<file path="src/rtl/song_reader.sv">
// rtl/song_reader.sv - walks a song's note list in the song ROM and hands notes to the note timer.
// Fetch -> wait one ROM cycle -> issue strobe -> wait for the timer, until a marker or the last slot.
module song_reader #(
  parameter int NOTES_PER_SONG_LOG2 = 5
) (
  input  logic                           clk,
  input  logic                           reset,
  input  logic                           play,
  input  logic [1:0]                     song,
  input  logic                           note_done,
  input  logic                           beat,
  output logic [NOTES_PER_SONG_LOG2+1:0] rom_addr,
  input  logic [11:0]                    rom_data,
  output logic [5:0]                     note,
  output logic [5:0]                     duration,
  output logic                           new_note,
  output logic                           song_done,
  output logic                           busy
);

  localparam int IW = NOTES_PER_SONG_LOG2;
  localparam logic [IW-1:0] IDX_LAST = '1;
  localparam logic [IW-1:0] IDX_ONE  = 1;

  typedef enum logic [2:0] {
    S_IDLE,
    S_FETCH,
    S_ROM_WAIT,
    S_ISSUE,
    S_WAIT_NOTE,
    S_DONE,
    S_END
  } state_t;

  state_t        state, state_n;
  logic [IW-1:0] idx, idx_n;
  logic [1:0]    song_q, song_q_n;
  logic [5:0]    note_n, duration_n;

  // The timer paces itself from beat; the sequencer never needs it.
  logic unused_beat;
  assign unused_beat = beat;

  always_comb begin
    state_n    = state;
    idx_n      = idx;
    song_q_n   = song_q;
    note_n     = note;
    duration_n = duration;
    case (state)
      S_IDLE: begin
        idx_n = '0;
        if (play) begin
          state_n  = S_FETCH;
          song_q_n = song;
        end
      end
      S_FETCH:    state_n = S_ROM_WAIT;
      S_ROM_WAIT: begin
        // A zero duration is the end-of-song marker and is never issued.
        if (rom_data[5:0] == 6'd0) begin
          state_n = S_DONE;
        end else begin
          note_n     = rom_data[11:6];
          duration_n = rom_data[5:0];
          state_n    = S_ISSUE;
        end
      end
      S_ISSUE:    state_n = S_WAIT_NOTE;
      S_WAIT_NOTE: begin
        if (note_done && play) begin
          if (idx == IDX_LAST) begin
            state_n = S_DONE;
          end else begin
            idx_n   = idx + IDX_ONE;
            state_n = S_FETCH;
          end
        end
      end
      S_DONE:     state_n = S_END;
      S_END: begin
        if (!play) begin
          state_n = S_IDLE;
          idx_n   = '0;
        end
      end
      default:    state_n = S_IDLE;
    endcase
  end

  always_ff @(posedge clk) begin
    if (reset) begin
      state    <= S_IDLE;
      idx      <= '0;
      song_q   <= '0;
      note     <= '0;
      duration <= '0;
    end else begin
      state    <= state_n;
      idx      <= idx_n;
      song_q   <= song_q_n;
      note     <= note_n;
      duration <= duration_n;
    end
  end

  assign rom_addr  = {song_q, idx};
  assign new_note  = (state == S_ISSUE);
  assign song_done = (state == S_DONE);
  assign busy      = (state != S_IDLE) && (state != S_END);

endmodule

</file>
<file path="config.mk">
export PLATFORM = sky130hd
export DESIGN_NAME = song_reader
export DESIGN_NICKNAME = d
export VERILOG_FILES = /design/src/rtl/song_reader.sv
export SDC_FILE = /design/constraint.sdc
export NUM_CORES = 1
export LEC_CHECK = 0
export BUFFER_PORTS_ARGS = -buffer_cell sky130_fd_sc_hd__buf_2
export CAP_MARGIN = 20
export CELL_PAD_IN_SITES_DETAIL_PLACEMENT = 0
export CELL_PAD_IN_SITES_GLOBAL_PLACEMENT = 1
export CORE_MARGIN = 2
export CORE_UTILIZATION = 34
export CTS_CLUSTER_DIAMETER = 30
export DETAILED_ROUTE_END_ITERATION = 8
export PLACE_DENSITY = 0.82
export SLEW_MARGIN = 40
export SYNTH_ARGS = -nofsm -noshare
export SYNTH_HDL_FRONTEND = slang
export SYNTH_SLANG_ARGS = --single-unit
</file>
<file path="constraint.sdc">
create_clock -name clk -period 2 [get_ports clk]
set_input_delay 0 -clock clk [delete_from_list [all_inputs] [get_ports clk]]
set_output_delay 0 -clock clk [all_outputs]
set_load 0.05 [all_outputs]
</file>
==> qor.yml <==
stdcell_area_um2: 1480
grt_max_degree: 24
grt_setup_unrepaired: "no"
drtIter0Drc: 23
core_area_um2: 2978
grt_pass1_wl_um: 4222
layout.nets: 187
arrival_ns: 2.05
start_util_pct: 34.96
track_usage_pct: 15.89
setup_violations: 0
gp_congestion: 0.7267
drive_above_1_share_pct: 32.73
slew_headroom_pct: 67.73
synthToLayoutAreaGrowth_pct: 42.19
worstSetupPathType: "reg2reg"
n_antenna_cell: 0
dp_hpwl_um: 1686
io_pins: 41
wire_per_inst_um: 12.73
drtAntennaViolNets: 0
power.total_w: 0.001108
dieWidth_um: 59.34
report.final.hold_viol_count: 0
num_vias: 978
clockBufferDepth: 2
synth_seq_cells: 22
powerDensity_nw_per_um2: 748.8
netlist_area_um2: 1041
viasPerCell: 4.939
p_leak_nw: 0.6324
grt_pass1_vias: 913
ir_drop_mv: 0.4004
cap_violations: 0
required_ns: 2.20
clock_latency_ns: 0.31
die_area_um2: 3521
hp-class: "in2reg"
syn_area_per_cell_um2: 9.378
route.detailed.drc: 0
firstDrtPassIters: 4
seq_area_frac_synth_pct: 42.31
wirelength_um: 2520
cts_setup_buffers: 0
row_count: 20
cp-end-kind: "register"
yosysUniqueCellTypes: 33
status: "finished clean"
setup_tns_ns: 0
clkSlewWorstSetupHoldPaths_ns: 0.12
skew_ns: 0.005355
worst_pin_slew_ns: 0.4834
fmaxAchievable_mhz: 541.7
synth_nets: 132
final_util_pct: 49.71
yosys_warnings: 0
fill_cells: 288
cts_sinks: 22
htree_levels: 1
die_h_um: 59.34
worstPathMaxFanout: 5
antenna_found_initial: 0
finalCriticalPeriod_ns: 1.846
cts-buffers-inserted: 3
slew_violations: 0
portBuffers: 39
grt_overflow: 0
cts_tree: "done"
final.period_utilization_pct: 92.30
cts-root-buf: "clkbuf_4"
placed_area_um2: 1252
crit_path_start_kind: "register"
synth_cells: 111
[placed cells by master (no fill, tap or decap), drive strengths merged]
master       Yosys  final
bufinv           0      1
and2             1      1
inv              3      3
nand4bb          1      1
a31oi            2      2
dfxtp           22     22
or2              1      1
nand2b           4      4
and3             1      1
o2111ai          1      1
o32ai            1      1
o311a            1      1
clkbuf           2      3
o21ai            1      1
nand3            6      6
dlygate4sd3      0     15
buf              3     40
o22ai            1      1
a211oi           2      2
nand2            4      4
nor4b            1      1
nand3b           1      1
a22o             1      1
a21oi            7      7
a31o             1      1
nand4            1      1
ha               2      2
nor2            21     21
nor3             5      5
mux2i           13     13
nor4             1      1
[metrics by stage]
step / setup WS, ns / hold slack, ns / std cells
6_report: 0.1539 / 0.06707 / 198
5_1_grt: 0.05734 / 0.09822 / 198
4_1_cts: 0.01604 / 0.03309 / 198
3_5_place_dp: 0.03991 / 0.2458 / 179
3_3_place_gp: 0.07737 / 0.2362 / 179
2_1_floorplan: 0.1001 / 0.1472 / 111
[layer usage]
| layer | global-route usage (%) | part of all wire, % |
|---|---|---|
| met4 | 8.766 | 1.6 |
| met2 | 27.94 | 52 |
| met1 | 18.84 | 43 |
| met5 | 0 | 0 |
| met3 | 1.310 | 2.4 |
[worst paths after layout]
check / start / to / slack (ns) / depth (start not counted)
setup / recovery: idx[0]$_SDFFE_PP0P_ / idx[0]$_SDFFE_PP0P_ / 0.15 / 7
hold reg to reg: duration[1]$_SDFFE_PP0P_ / duration[1]$_SDFFE_PP0P_ / 0.48 / 2
hold / removal: play / state[2]$_SDFFE_PP0P_ / 0.07 / 3
setup reg to reg: idx[0]$_SDFFE_PP0P_ / idx[0]$_SDFFE_PP0P_ / 0.15 / 7
[area by class of cell]
cell class	count	area, µm²	share of cell area (%)
clock buffers	3	22.52	1.522
clock inverters	1	30.03	2.029
inverters	3	11.26	0.7608
multi-input cells	81	579.3	39.14
flip-flops and latches	22	442.9	29.92
well taps	33	41.29	2.790
repair buffers	55	352.8	23.84
[cell families after synthesis]
logic type	synth area share, %
AOI/OAI and AO/OA	13.22
DFF	42.31
buffers and inverters	4.447
muxes	12.50
and+or+nand+nor	25.12
adders and majority gates	2.403
[where the power goes]
| group | switching (W) | leakage, nW | internal (W) |
|---|---|---|---|
| registers | 0.0000273 | 0.180 | 0.000461 |
| clock network | 0.000139 | 0.0279 | 0.000203 |
| logic | 0.000171 | 0.425 | 0.000107 |
| total | 0.000337 | 0.632 | 0.000771 |
[flip-flops by register name, summed over array words and instances (netlist names)]
name / flops
duration: 6
idx: 5
song_q: 2
note: 6
state: 3
[synthesized netlist by cell type]
cell       number  area [µm²]
nor4_4          1       21.27
nand2b_4        1       13.76
a31o_2          1       8.760
a31oi_2         1       12.51
nand4_1         1       6.260
nand2b_1        3       18.77
or2_2           1       6.260
nand3b_1        1       7.510
o21ai_0         1       5.000
nor4b_2         1       15.01
o32ai_1         1       8.760
a22o_1          1       8.760
nand2_1         4       15.01
nand3_1         6       30.03
a211oi_1        1       7.510
a21oi_1         7       35.03
ha_1            2       25.02
o311a_1         1       10.01
and3_1          1       6.260
mux2i_1        13       130.1
nor2_1         21       78.83
o22ai_1         1       6.260
buf_2           1       5.000
a211oi_4        1       20.02
buf_6           2       22.52
nor3_1          5       25.02
inv_1           3       11.26
o2111ai_1       1       8.760
and2_1          1       6.260
dfxtp_1        22       440.4
a31oi_1         1       6.260
nand4bb_1       1       11.26
clkbuf_1        2       7.510
[repair_timing]
action,4_1_cts,5_1_grt
hold endpoints to repair,15,0
gates resized for setup,0,3
endpoints found under the setup margin,0,5
hold buffers,15,0
[critical path: stages (launching register included)]
cell and delay, ns:
dfxtp_2 0.36, ha_1 0.22, and3_1 0.19, ha_1 0.20, nand4bb_4 0.29, a31o_2 0.30, a21oi_1 0.14, nor2_1 0.05
No activity file was read; power rests on OpenSTA's default activity.
